$ cat src/rtl/voxel_class_decider.sv
// Serial best/second-best class decider with threshold, margin, enable mask and persistence.
// Optional debug taps are enabled by defining VOXEL_DECIDER_DEBUG_EN.
module voxel_class_decider #(
    parameter int NUM_CLASSES       = 4,
    parameter int ACC_BITS          = 24,
    parameter int MIN_SCORE_THRESH  = 30,
    parameter int MIN_MARGIN        = 0,
    parameter int PERSISTENCE_COUNT = 2,
    parameter int CONF_BITS         = 4,
    parameter int CONF_SHIFT        = 2,
    localparam int GW = (NUM_CLASSES > 1) ? $clog2(NUM_CLASSES) : 1
) (
    input  logic                            clk,
    input  logic                            rst,
    input  logic [NUM_CLASSES*ACC_BITS-1:0] scores_flat,
    input  logic                            scores_valid,
    output logic                            scores_ready,
    input  logic [NUM_CLASSES-1:0]          class_enable,
    output logic [GW-1:0]                   gesture,
    output logic                            gesture_valid,
    input  logic                            gesture_ready,
    output logic [CONF_BITS-1:0]            gesture_confidence,
    output logic [7:0]                      drop_count,
    output logic [ACC_BITS-1:0]             dbg_best_score,
    output logic [ACC_BITS:0]               dbg_margin
);

    typedef enum logic [1:0] {IDLE, SCAN, DECIDE} state_t;

    // Streak counter has headroom above the target so a held streak never re-hits it.
    localparam int STREAK_W = $clog2(PERSISTENCE_COUNT + 2);

    localparam logic signed [ACC_BITS-1:0] MIN_VAL    = {1'b1, {(ACC_BITS-1){1'b0}}};
    localparam logic signed [ACC_BITS-1:0] THRESH     = ACC_BITS'(MIN_SCORE_THRESH);
    localparam logic signed [ACC_BITS:0]   MARGIN_MIN = (ACC_BITS+1)'(MIN_MARGIN);
    localparam logic signed [ACC_BITS:0]   MARGIN_MAX = {1'b0, {ACC_BITS{1'b1}}};
    localparam logic [ACC_BITS:0]          CONF_MAX   = (ACC_BITS+1)'((1 << CONF_BITS) - 1);
    localparam logic [STREAK_W-1:0]        PERSIST    = STREAK_W'(PERSISTENCE_COUNT);
    localparam logic [GW-1:0]              LAST_IDX   = GW'(NUM_CLASSES - 1);

    state_t                          state_q;
    logic [NUM_CLASSES*ACC_BITS-1:0] scores_q;
    logic [NUM_CLASSES-1:0]          enable_q;
    logic                            single_q;
    logic signed [ACC_BITS-1:0]      best_q;
    logic signed [ACC_BITS-1:0]      second_q;
    logic [GW-1:0]                   best_idx_q;
    logic [GW-1:0]                   idx_q;
    logic                            found_q;
    logic [STREAK_W-1:0]             streak_q;
    logic [GW-1:0]                   streak_class_q;
    logic [GW-1:0]                   gesture_q;
    logic                            gesture_valid_q;
    logic [CONF_BITS-1:0]            conf_q;
    logic [7:0]                      drop_q;

    logic signed [ACC_BITS-1:0] cur_score;
    logic signed [ACC_BITS:0]   margin_raw;
    logic signed [ACC_BITS:0]   margin_d;
    logic [ACC_BITS:0]          margin_u;
    logic                       pass_d;
    logic                       emit_d;
    logic [STREAK_W-1:0]        streak_d;
    logic [GW-1:0]              streak_class_d;
    logic [CONF_BITS-1:0]       conf_d;

    // The captured vector is shifted down each scan cycle, so class idx is always at the bottom.
    assign cur_score = scores_q[ACC_BITS-1:0];

    always_comb begin
        margin_raw     = {best_q[ACC_BITS-1], best_q} - {second_q[ACC_BITS-1], second_q};
        margin_d       = single_q ? MARGIN_MAX : margin_raw;
        pass_d         = found_q && (best_q >= THRESH) && (margin_d >= MARGIN_MIN);
        streak_d       = '0;
        streak_class_d = streak_class_q;
        if (pass_d) begin
            if (best_idx_q == streak_class_q) begin
                streak_d = (streak_q == '1) ? streak_q : streak_q + 1'b1;
            end else begin
                streak_class_d = best_idx_q;
                streak_d       = STREAK_W'(1);
            end
        end
        emit_d   = pass_d && (streak_d == PERSIST);
        margin_u = unsigned'(margin_d) >> CONF_SHIFT;
        conf_d   = (margin_u > CONF_MAX) ? CONF_BITS'(CONF_MAX) : margin_u[CONF_BITS-1:0];
    end

    always_ff @(posedge clk) begin
        if (!rst) begin
            state_q         <= IDLE;
            scores_q        <= '0;
            enable_q        <= '0;
            single_q        <= 1'b0;
            best_q          <= MIN_VAL;
            second_q        <= MIN_VAL;
            best_idx_q      <= '0;
            idx_q           <= '0;
            found_q         <= 1'b0;
            streak_q        <= '0;
            streak_class_q  <= '0;
            gesture_q       <= '0;
            gesture_valid_q <= 1'b0;
            conf_q          <= '0;
            drop_q          <= '0;
        end else begin
            if (gesture_valid_q && gesture_ready) begin
                gesture_valid_q <= 1'b0;
            end
            case (state_q)
                IDLE: begin
                    if (scores_valid) begin
                        scores_q   <= scores_flat;
                        enable_q   <= class_enable;
                        single_q   <= ((class_enable & (class_enable - 1'b1)) == '0);
                        best_q     <= MIN_VAL;
                        second_q   <= MIN_VAL;
                        best_idx_q <= '0;
                        found_q    <= 1'b0;
                        idx_q      <= '0;
                        state_q    <= SCAN;
                    end
                end
                SCAN: begin
                    if (enable_q[0]) begin
                        if (cur_score > best_q) begin
                            second_q   <= best_q;
                            best_q     <= cur_score;
                            best_idx_q <= idx_q;
                            found_q    <= 1'b1;
                        end else if (cur_score > second_q) begin
                            second_q <= cur_score;
                        end
                    end
                    scores_q <= scores_q >> ACC_BITS;
                    enable_q <= enable_q >> 1;
                    idx_q    <= idx_q + 1'b1;
                    if (idx_q == LAST_IDX) begin
                        state_q <= DECIDE;
                    end
                end
                DECIDE: begin
                    streak_q       <= streak_d;
                    streak_class_q <= streak_class_d;
                    // A consumer taking the old result this same edge frees the slot for the new one.
                    if (emit_d) begin
                        if (!gesture_valid_q || gesture_ready) begin
                            gesture_q       <= best_idx_q;
                            conf_q          <= conf_d;
                            gesture_valid_q <= 1'b1;
                        end else if (drop_q != 8'hFF) begin
                            drop_q <= drop_q + 8'd1;
                        end
                    end
                    state_q <= IDLE;
                end
                default: state_q <= IDLE;
            endcase
        end
    end

    assign scores_ready       = (state_q == IDLE);
    assign gesture            = gesture_q;
    assign gesture_valid      = gesture_valid_q;
    assign gesture_confidence = conf_q;
    assign drop_count         = drop_q;

`ifdef VOXEL_DECIDER_DEBUG_EN
    logic signed [ACC_BITS-1:0] dbg_best_q;
    logic signed [ACC_BITS:0]   dbg_margin_q;

    always_ff @(posedge clk) begin
        if (!rst) begin
            dbg_best_q   <= '0;
            dbg_margin_q <= '0;
        end else if (state_q == DECIDE) begin
            dbg_best_q   <= best_q;
            dbg_margin_q <= margin_d;
        end
    end

    assign dbg_best_score = dbg_best_q;
    assign dbg_margin     = dbg_margin_q;
`else
    assign dbg_best_score = '0;
    assign dbg_margin     = '0;
`endif

endmodule

$ cat config.mk
export PLATFORM = sky130hd
export DESIGN_NAME = voxel_class_decider
export DESIGN_NICKNAME = d
export VERILOG_FILES = /design/src/rtl/voxel_class_decider.sv
export SDC_FILE = /design/constraint.sdc
export NUM_CORES = 1
export LEC_CHECK = 0
export CAP_MARGIN = 15
export CORE_MARGIN = 2
export CORE_UTILIZATION = 40
export CTS_CLUSTER_SIZE = 8
export DETAILED_ROUTE_END_ITERATION = 10
export PLACE_DENSITY = 0.65
export RECOVER_POWER = 25
export SLEW_MARGIN = 10
export SYNTH_ARGS = -nofsm -noshare
export SYNTH_HDL_FRONTEND = slang
export SYNTH_SLANG_ARGS = --single-unit
export TNS_END_PERCENT = 10
$ cat constraint.sdc
create_clock -name clk -period 3.8 [get_ports clk]
set_clock_uncertainty 0.2 [all_clocks]
set_input_delay 0.38 -clock clk [delete_from_list [all_inputs] [get_ports clk]]
set_output_delay 0.38 -clock clk [all_outputs]
set_load 0.05 [all_outputs]
==> flow_summary.toml, run 1 <==
[floorplanning]
die_h_um = 168
dieWidth_um = 168
ioPinCount = 169
core-area_mm2 = 0.0267
placementRows = 60
dieArea_mm2 = 0.0283
start_util_pct = 40.4

[clock_tree]
hold_buffers = 0
worst_skew_pair.late_latency_ns = 0.44
cts.repair.resized = 0
cts.path.max_buffers = 2
clock_sinks = 175
cts_root_buffer = "clkbuf_16"
cts_buffers = 17
cts_tree = "built"
post_cts_buffers = 0
htreeDepth = 4
path_clk_slew_ns = 0.07

[setup_path]
cp_data_arrival_time_ns = 3.55
worstPathMaxFanout = 4
cp.required_ns = 3.91
startpoint_type = "register"
crit_path_end_kind = "register"
crit_type = "register to register"

[placed_design]
gp_congestion = 0.911
dpl.hpwl_um = 20600
dp_cells = 1766
io_buffer_count = 119

[drt]
ant_nets = 0
wire_per_inst_um = 16.0
drt-initial-drc-count = 594
dr.pass1.iters = 5
drc_errors = 0
wl_um = 28700
vias_per_cell = 5.37
num_vias = 9655

[global_route]
grt_pass1_wl_um = 46700
grt_max_degree = 103
grt_pass1_vias = 9115
overflow = 0
antenna_found_initial = 0
grt_usage_pct = 20.3

[timing]
tightest_slew_ns = 1.93
slew_violations = 191
setup_viol = 0
hold_viol = 0
rsz0062_at_grt = "no"
fin_crit_sh_pct = 90.4
post-route-min-period_ns = 3.44
tns_ns = 0
timing.fmax_mhz = 291
relSlewSlack_pct = -29.3

[synth]
yosysWarnings = 0
yosysMostFrequentCell = "nand2_1"
yosys_register_bits = 175
synth_top_area_cell = "dfxtp_1"
netlist.area_leader.share_pct = 32.5
synthTopCellsByCount = "266 x nand2_1, 175 x dfxtp_1, 141 x nand3_1, 78 x clkbuf_1, 75 x o211a_1"
yosysSeqAreaShare_pct = 32.5
syn_inst = 1387
syn-cell-area_mm2 = 0.0108
avgSynthCellArea_um2 = 7.78
synth_cell_types = 70
yosys-top-cells-area = "dfxtp_1 32%, nand2_1 9.3%, ha_1 8.5%"
synth-edff-count = 0
synth_ff_type = "dfxtp_1"
async_reset_ff_share_pct = 0

[pwr]
ir_drop_v = 0.000356
powerDensity_mw_per_mm2 = 396
p_leak_nw = 5.78

[run]
maxCapViolations = 2

[run_status]
status = "finished, violations left"
violations = "capacitance limit, slew limit"

[cells_and_area]
area_growth_pct = 16.5
layout.cells.non_filler = 1798
nNetsFinal = 1621
drive_gt1_share_pct = 4.80
antenna_cells = 0

[min_path]
min_path_type = "register to register"
## where the power goes
part	switching [W]	total [W]	leakage [nW]	internal, W
clock network	0.000875	0.00177	0.290	0.000890
logic	0.000708	0.00118	4.06	0.000473
registers	0.0000918	0.00203	1.43	0.00194
total	0.00168	0.00498	5.78	0.00330
## cell type report
| class | count | area, um2 |
|---|---|---|
| Sequential cell | 175 | 3500 |
| Clock buffer | 18 | 429 |
| Timing Repair Buffer | 135 | 1320 |
| Multi-Input combinational cell | 1060 | 6520 |
| Clock inverter | 14 | 168 |
| Fill cell | 2666 | 14200 |
| Tap cell | 341 | 427 |
| Inverter | 55 | 206 |
## stage by stage
| stage | area, um2 | setup slack [ns] | hold WS [ns] | total power [W] | utilization [%] |
|---|---|---|---|---|---|
| after floorplan | 11000 | 0.697 | 0.239 | 0.00293 | - |
| after global placement | 12000 | 0.359 | 0.246 | 0.00324 | 44.9 |
| after detailed placement | 12000 | 0.403 | 0.257 | 0.00324 | 44.9 |
| after CTS | 12600 | 0.352 | 0.269 | 0.00500 | 47.1 |
| after global routing | 12600 | 0.111 | 0.278 | 0.00522 | 47.0 |
| final | 12600 | 0.365 | 0.267 | 0.00498 | 47.0 |
## path summary, 6_finish.rpt
check	startpoint	endpoint	slack (ns)	cells after the start
max	best_q[1]	gesture_confidence[2]	0.36	9
min reg2reg	found_q	found_q	0.27	2
min	found_q	found_q	0.27	2
max reg2reg	best_q[1]	gesture_confidence[2]	0.36	9
## logic make-up (layout without fill, tap and decap cells)
kind of cell	Yosys count	in the layout	synth area share [%]
AO/OA/AOI/OAI	325	325	22.3
XOR/XNOR	18	18	1.46
adder cells (fa/ha/maj)	74	74	8.56
buffers and inverters	200	222	8.89
flip-flops	175	175	32.5
multiplexers	12	12	1.14
other	1	49	0.0348
AND/OR/NAND/NOR	582	582	25.1
## layer usage
layer	track usage [%]	routed length, um	vias to the layer above
met1	27.6	13700	4455
met2	32.3	12900	285
met5	0	0	-
met3	3.86	1520	32
met4	6.86	635	0
li1	-	-	4883
## registers in the layout, indices dropped and copies added (netlist names), 2 cells and up
signal              cells
best_idx_q              2
gesture_confidence      4
streak_q                2
enable_q                4
drop_count              8
second_q               24
scores_q               96
state_q                 2
gesture                 2
best_q                 24
idx_q                   2
streak_class_q          2
## critical path, cell delays in order (launching register included)
cell       delay (ns)
dfxtp_1          0.35
ha_1             0.36
a2111oi_4        0.47
o21bai_1         0.16
a41o_1           0.29
o21ai_0          0.26
mux2_2           0.37
a2111o_1         0.38
nor4_4           0.36
a21oi_1          0.11
## layout by cell type (no fill, tap or decap), drive strengths merged, types with 9 or more instances in the layout
master,count
inv,63
conb,49
clkdlybuf4s50,103
clkbuf,19
nor2b,13
a21oi,53
and3,29
o21a,26
nand2,266
nand3,142
xnor2,9
dfxtp,175
nand2b,11
xor2,9
buf,16
o211a,75
mux2i,10
ha,73
a21boi,57
nor2,51
o21ai,63
dlygate4sd3,15
nand4,20
nor3,18
o211ai,9
(Power assumes the default switching activity.)
==> run 2, diff against run 1 <==
- CTS_CLUSTER_SIZE: 8 -> default
==> results of run 2 <==
The final DEF is identical to that of run 1; final timing and power are the same.
==> run 3, diff against run 2 <==
- SKIP_LAST_GASP: default -> 1
==> results of run 3 <==
The final DEF is identical to that of run 1; final timing and power are the same.
==> patch 1: new RTL, settings of run 2 <==
Put one more register stage on the output `drop_count`, with the module's reset. The value now appears one clock later. The other outputs are not delayed to match.
--- a/src/rtl/voxel_class_decider.sv
+++ b/src/rtl/voxel_class_decider.sv
@@ -164,5 +164,11 @@
     assign gesture_valid      = gesture_valid_q;
     assign gesture_confidence = conf_q;
-    assign drop_count         = drop_q;
+    always_ff @(posedge clk) begin
+        if (!rst) begin
+            drop_count <= '0;
+        end else begin
+            drop_count <= drop_q;
+        end
+    end
 
 `ifdef VOXEL_DECIDER_DEBUG_EN
Behaviour: no difference found for any inputs over 4 cycles, from zero or initial values and one cycle with rst low; that may be too few to reach the edited logic, so the function may still have changed.
==> patch 1 against run 2 <==
The flow finishes with violations (design-rule violations, max-capacitance violations, max-slew violations). Maximum frequency fell by 3.4%. Worst setup slack worse by 0.12 ns. Critical path type unchanged. Design area about the same. Sequential cell count is 8 higher. Via count decreased by 0.52%. Synthesized area fell by 1.0%. Wire length down 0.33%. Total power increased by 0.72%.
==> patch 1: results (changes against run 2) <==
- Main area contributors after synthesis: dfxtp_1 34%, ha_1 8.6%, nand2_1 7.5%, nand3_1 5.2%, a311oi_1 4.0%
- Post-CTS setup buffer count: 0 (unchanged)
- Slowest-stage cell, CP: or4_1
- Largest net degree at the start of global routing: 180 (+75%)
- Yosys warns: 0 (unchanged)
- Clk root buf: clkbuf_16
- H-tree depth: 4 (unchanged)
- Hpwl dp: 20900 um (+1.2%)
- Failing checks: design-rule violations, max-capacitance violations, max-slew violations
- Sequential fraction of the synthesis area: 34.3% (+1.8 points)
- Ys flop type: dfxtp_1
- Async SR Flop Fraction: 0% (unchanged)
- Routed wire length per instance: 16.4 um (+2.5%)
- CP peak stage delay: 0.58 ns (+0.11 ns)
- Netlist cell types: 71 (+1.4%)
- Biggest regs: scores_q x96, best_q x24, second_q x24
- Post-layout nets: 1578 (-2.7%)
- Post-Synthesis Cells: 1326 (-4.4%)
- Crit path DAT: 3.72 ns (+0.17 ns)
- All-layer global routing usage: 20.3% (about the same)
- Initial DRC Count: 567 (-4.5%)
- CTS-repair resized insts: 0 (unchanged)
- Port buffer count: 119 (unchanged)
- Max clock buf depth: 2 (unchanged)
- Antenna violations before repair: 0 (unchanged)
- Gpl congestion: 0.896 (-1.7%)
- Synth cell count leaders: 214 x nand2_1, 183 x dfxtp_1, 112 x nand3_1
- Pin slew with the least headroom to its limit: 2.09 ns (+0.160 ns)
- Max Cap Viol: 3 (+1)
- Residual DRC count: 4 (+4)
- Peak supply drop: 0.282 mV (-21%)
- Status: finished with violations
- Final Non-Filler Cells: 1749 (-2.7%)
- Filler cells: 2571 (-3.6%)
- Cell leakage power: 0.00532 uW (-8.0%)
- Crit path max fanout: 18 (+14)
- Drt first pass iters: 8 (+3)
- Worst Hold Class: register to register
- Vias in the first global route: 9046 (-0.76%)
- TritonCTS buffer count: 17 (unchanged)
- Clock Latency Late Sink: 0.44 ns (about the same)
- First-pass GRT wire length: 46700 um (about the same)
- Share of cells above drive strength 1: 5.94% (+1.1 points)
- Final Max Slew Viols: 164 (-14%)
- Vias: 9605 (-0.52%)
- Clock transition at path regs: 0.07 ns (about the same)
- Diodes inserted: 0 (unchanged)
[patch 1: cell types whose count changed after synthesis, moves of 29 or more]
cell	delta
nor2_1	+31
nand2_1	-52
o211a_1	-47
a21boi_0	-53
nand3_1	-29
a311oi_1	+49
[patch 1: cells by family after synthesis]
kind of cell | after synthesis | synth area share, %
and+or+nand+nor | 517 | 22.6
AOI/OAI and AO/OA | 313 | 21.7
buffers and inverters | 194 | 8.79
DFF | 183 | 34.3
adders and majority gates | 74 | 8.65
muxes | 30 | 2.84
xor gates and xnor gates | 14 | 1.15
other | 1 | 0.0351
[patch 1: final timing paths]
kind | depth (start not counted) | to | start | slack (ns)
setup reg to reg | 10 | second_q[23] | scores_q[23] | 0.24
hold reg to reg | 1 | second_q[6] | second_q[6] | 0.27
hold / removal | 1 | second_q[6] | second_q[6] | 0.27
setup / recovery | 10 | second_q[23] | scores_q[23] | 0.24
[patch 1: area by class of cell]
cell class	count	area (um^2)	area share (%)
Inverter	54	203	1.61
Multi-Input combinational cell	997	6280	49.9
Sequential cell	183	3660	29.1
Clock buffer	18	439	3.49
Tap cell	335	419	3.33
Timing Repair Buffer	148	1420	11.3
Clock inverter	14	156	1.24
[patch 1: where the power goes]
group          switching [uW]  internal [uW]
Combinational             687            458
Clock                     852            900
Sequential               95.4           2020
Total                    1630           3380
[patch 1: per-layer routing]
metal | up-vias | GRT usage [%] | share of wire [%]
met5 | - | 0 | 0
met1 | 4489 | 27.6 | 47
met2 | 268 | 32.5 | 46
met3 | 41 | 3.55 | 5.1
li1 | 4807 | - | -
met4 | 0 | 7.03 | 2.4
[patch 1: per-stage QoR]
stage / hold slack [ns] / util [%] / worst slack, ns / cell area, um^2
after CTS: 0.266 / 48.2 / 0.260 / 12600
after global routing: 0.270 / 48.1 / 0.0538 / 12600
after global placement: 0.244 / 45.9 / 0.319 / 12000
after floorplan: 0.232 / - / 0.580 / 10900
after detailed placement: 0.246 / 45.9 / 0.279 / 12000
final: 0.265 / 48.1 / 0.243 / 12600
[patch 1: worst max-delay path, delay by kind of cell (launching register included)]
kind / cells / cell delay, ns
fa+ha+maj: 1 / 0.39
flops: 1 / 0.36
simple gates: 5 / 1.57
compound gates: 3 / 0.65
buf+inv: 1 / 0.31
==> patch 2: new RTL, config.mk and constraints of run 2 <==
Made on the original files. Change the parameter `PERSISTENCE_COUNT` from 2 to 4.
--- a/src/rtl/voxel_class_decider.sv
+++ b/src/rtl/voxel_class_decider.sv
@@ -6,5 +6,5 @@
     parameter int MIN_SCORE_THRESH  = 30,
     parameter int MIN_MARGIN        = 0,
-    parameter int PERSISTENCE_COUNT = 2,
+    parameter int PERSISTENCE_COUNT = 4,
     parameter int CONF_BITS         = 4,
     parameter int CONF_SHIFT        = 2,
Formal check against the unedited RTL: same outputs for any inputs over 4 cycles, from zero or initial values and one cycle with rst low; that may be too few to reach the edited logic, so the function may still have changed.
==> patch 2 against run 2 <==
Design area decreased by 0.25%. Sequential cell count increased by 1. Worst setup slack got worse by 0.17 ns. Total power increased by 2.5%. Count of clock-buffer cells in the layout unchanged. Synthesized area decreased by 2.4%. Wire length decreased by 1.1%. Largest power group unchanged. Critical path type unchanged. Global-route usage decreased by 0.30 points. Critical path depth increased by 1. Critical endpoint is now gesture_confidence[3]. The flow still finishes with violations (max-capacitance violations, max-slew violations).
==> patch 2: results (changes against run 2) <==
- Status: finished with violations
- Failing checks: max-capacitance violations, max-slew violations
- GR Util met2: 32.2% (-0.093 points)
- Met2 wire len: 12900 um (-0.39%)
- Family with the most delay on the worst path: simple AND/OR/NAND/NOR gates
- CP peak stage delay: 0.54 ns (+0.07 ns)
- Met3 Use GR: 2.96% (-0.90 points)
- All-layer global routing usage: 20.0% (-0.30 points)
- Crit path DAT: 3.73 ns (+0.18 ns)
- Synth cell count leaders: 220 x nand2_1, 176 x dfxtp_1, 115 x nand3_1
- Placed cell areas: 0.0120 mm^2 (about the same)
- First-pass GRT wire length: 45800 um (-2.0%)
- Avg Cell Area, Syn: 8.29 um^2 (+6.6%)
- Filler cells: 2532 (-5.0%)
- Vias: 9358 (-3.1%)
- Initial DRC Count: 611 (+2.9%)
- Max Cap Viol: 1 (-1)
- Sequential fraction of the synthesis area: 33.5% (+0.98 points)
- Share of cells above drive strength 1: 6.40% (+1.6 points)
- Synth Area in Compound Gates: 22.9% (+0.58 points)
- Crit path max fanout: 7 (+3)
- Main area contributors after synthesis: dfxtp_1 33%, ha_1 8.8%, nand2_1 7.8%, o211a_1 7.2%, nand3_1 5.5%
- Met3 wire len: 1240 um (-18%)
- Post-layout nets: 1539 (-5.1%)
- Pre-CTS setup slack: 0.0703 ns (-0.333 ns)
- Final Max Slew Viols: 88 (-54%)
patch 2: cell types whose count changed in the layout (fill, tap and decap cells not counted), sizes merged, moves of 23 or more:
cell / delta
nand2: -46
a21boi: -30
o21ai: -28
nand3: -27
a32o: +25
buf: +23
mux2i: +23
o2bb2ai: +23
patch 2: cell type report:
class                      count  area, um^2  share of cell area [%]
multi-input combinational    948        6230                    49.7
inverter                      59         221                    1.77
sequential                   176        3520                    28.1
tap                          335         419                    3.34
clock inverter                14         158                    1.26
timing repair buffer         159        1560                    12.4
clock buffer                  18         429                    3.42
patch 2: power breakdown:
group          internal (uW)  total [uW]  switching (uW)
Clock                    887        1750             868
Combinational            551        1300             753
Sequential              1950        2040            92.0
patch 2: path summary, 6_finish.rpt:
kind	start	end	slack [ns]	cells after the start
max	second_q[23]	gesture_confidence[3]	0.19	10
min	rst	scores_q[41]	0.14	2
max reg2reg	second_q[23]	gesture_confidence[3]	0.19	10
min reg2reg	second_q[5]	second_q[5]	0.26	1
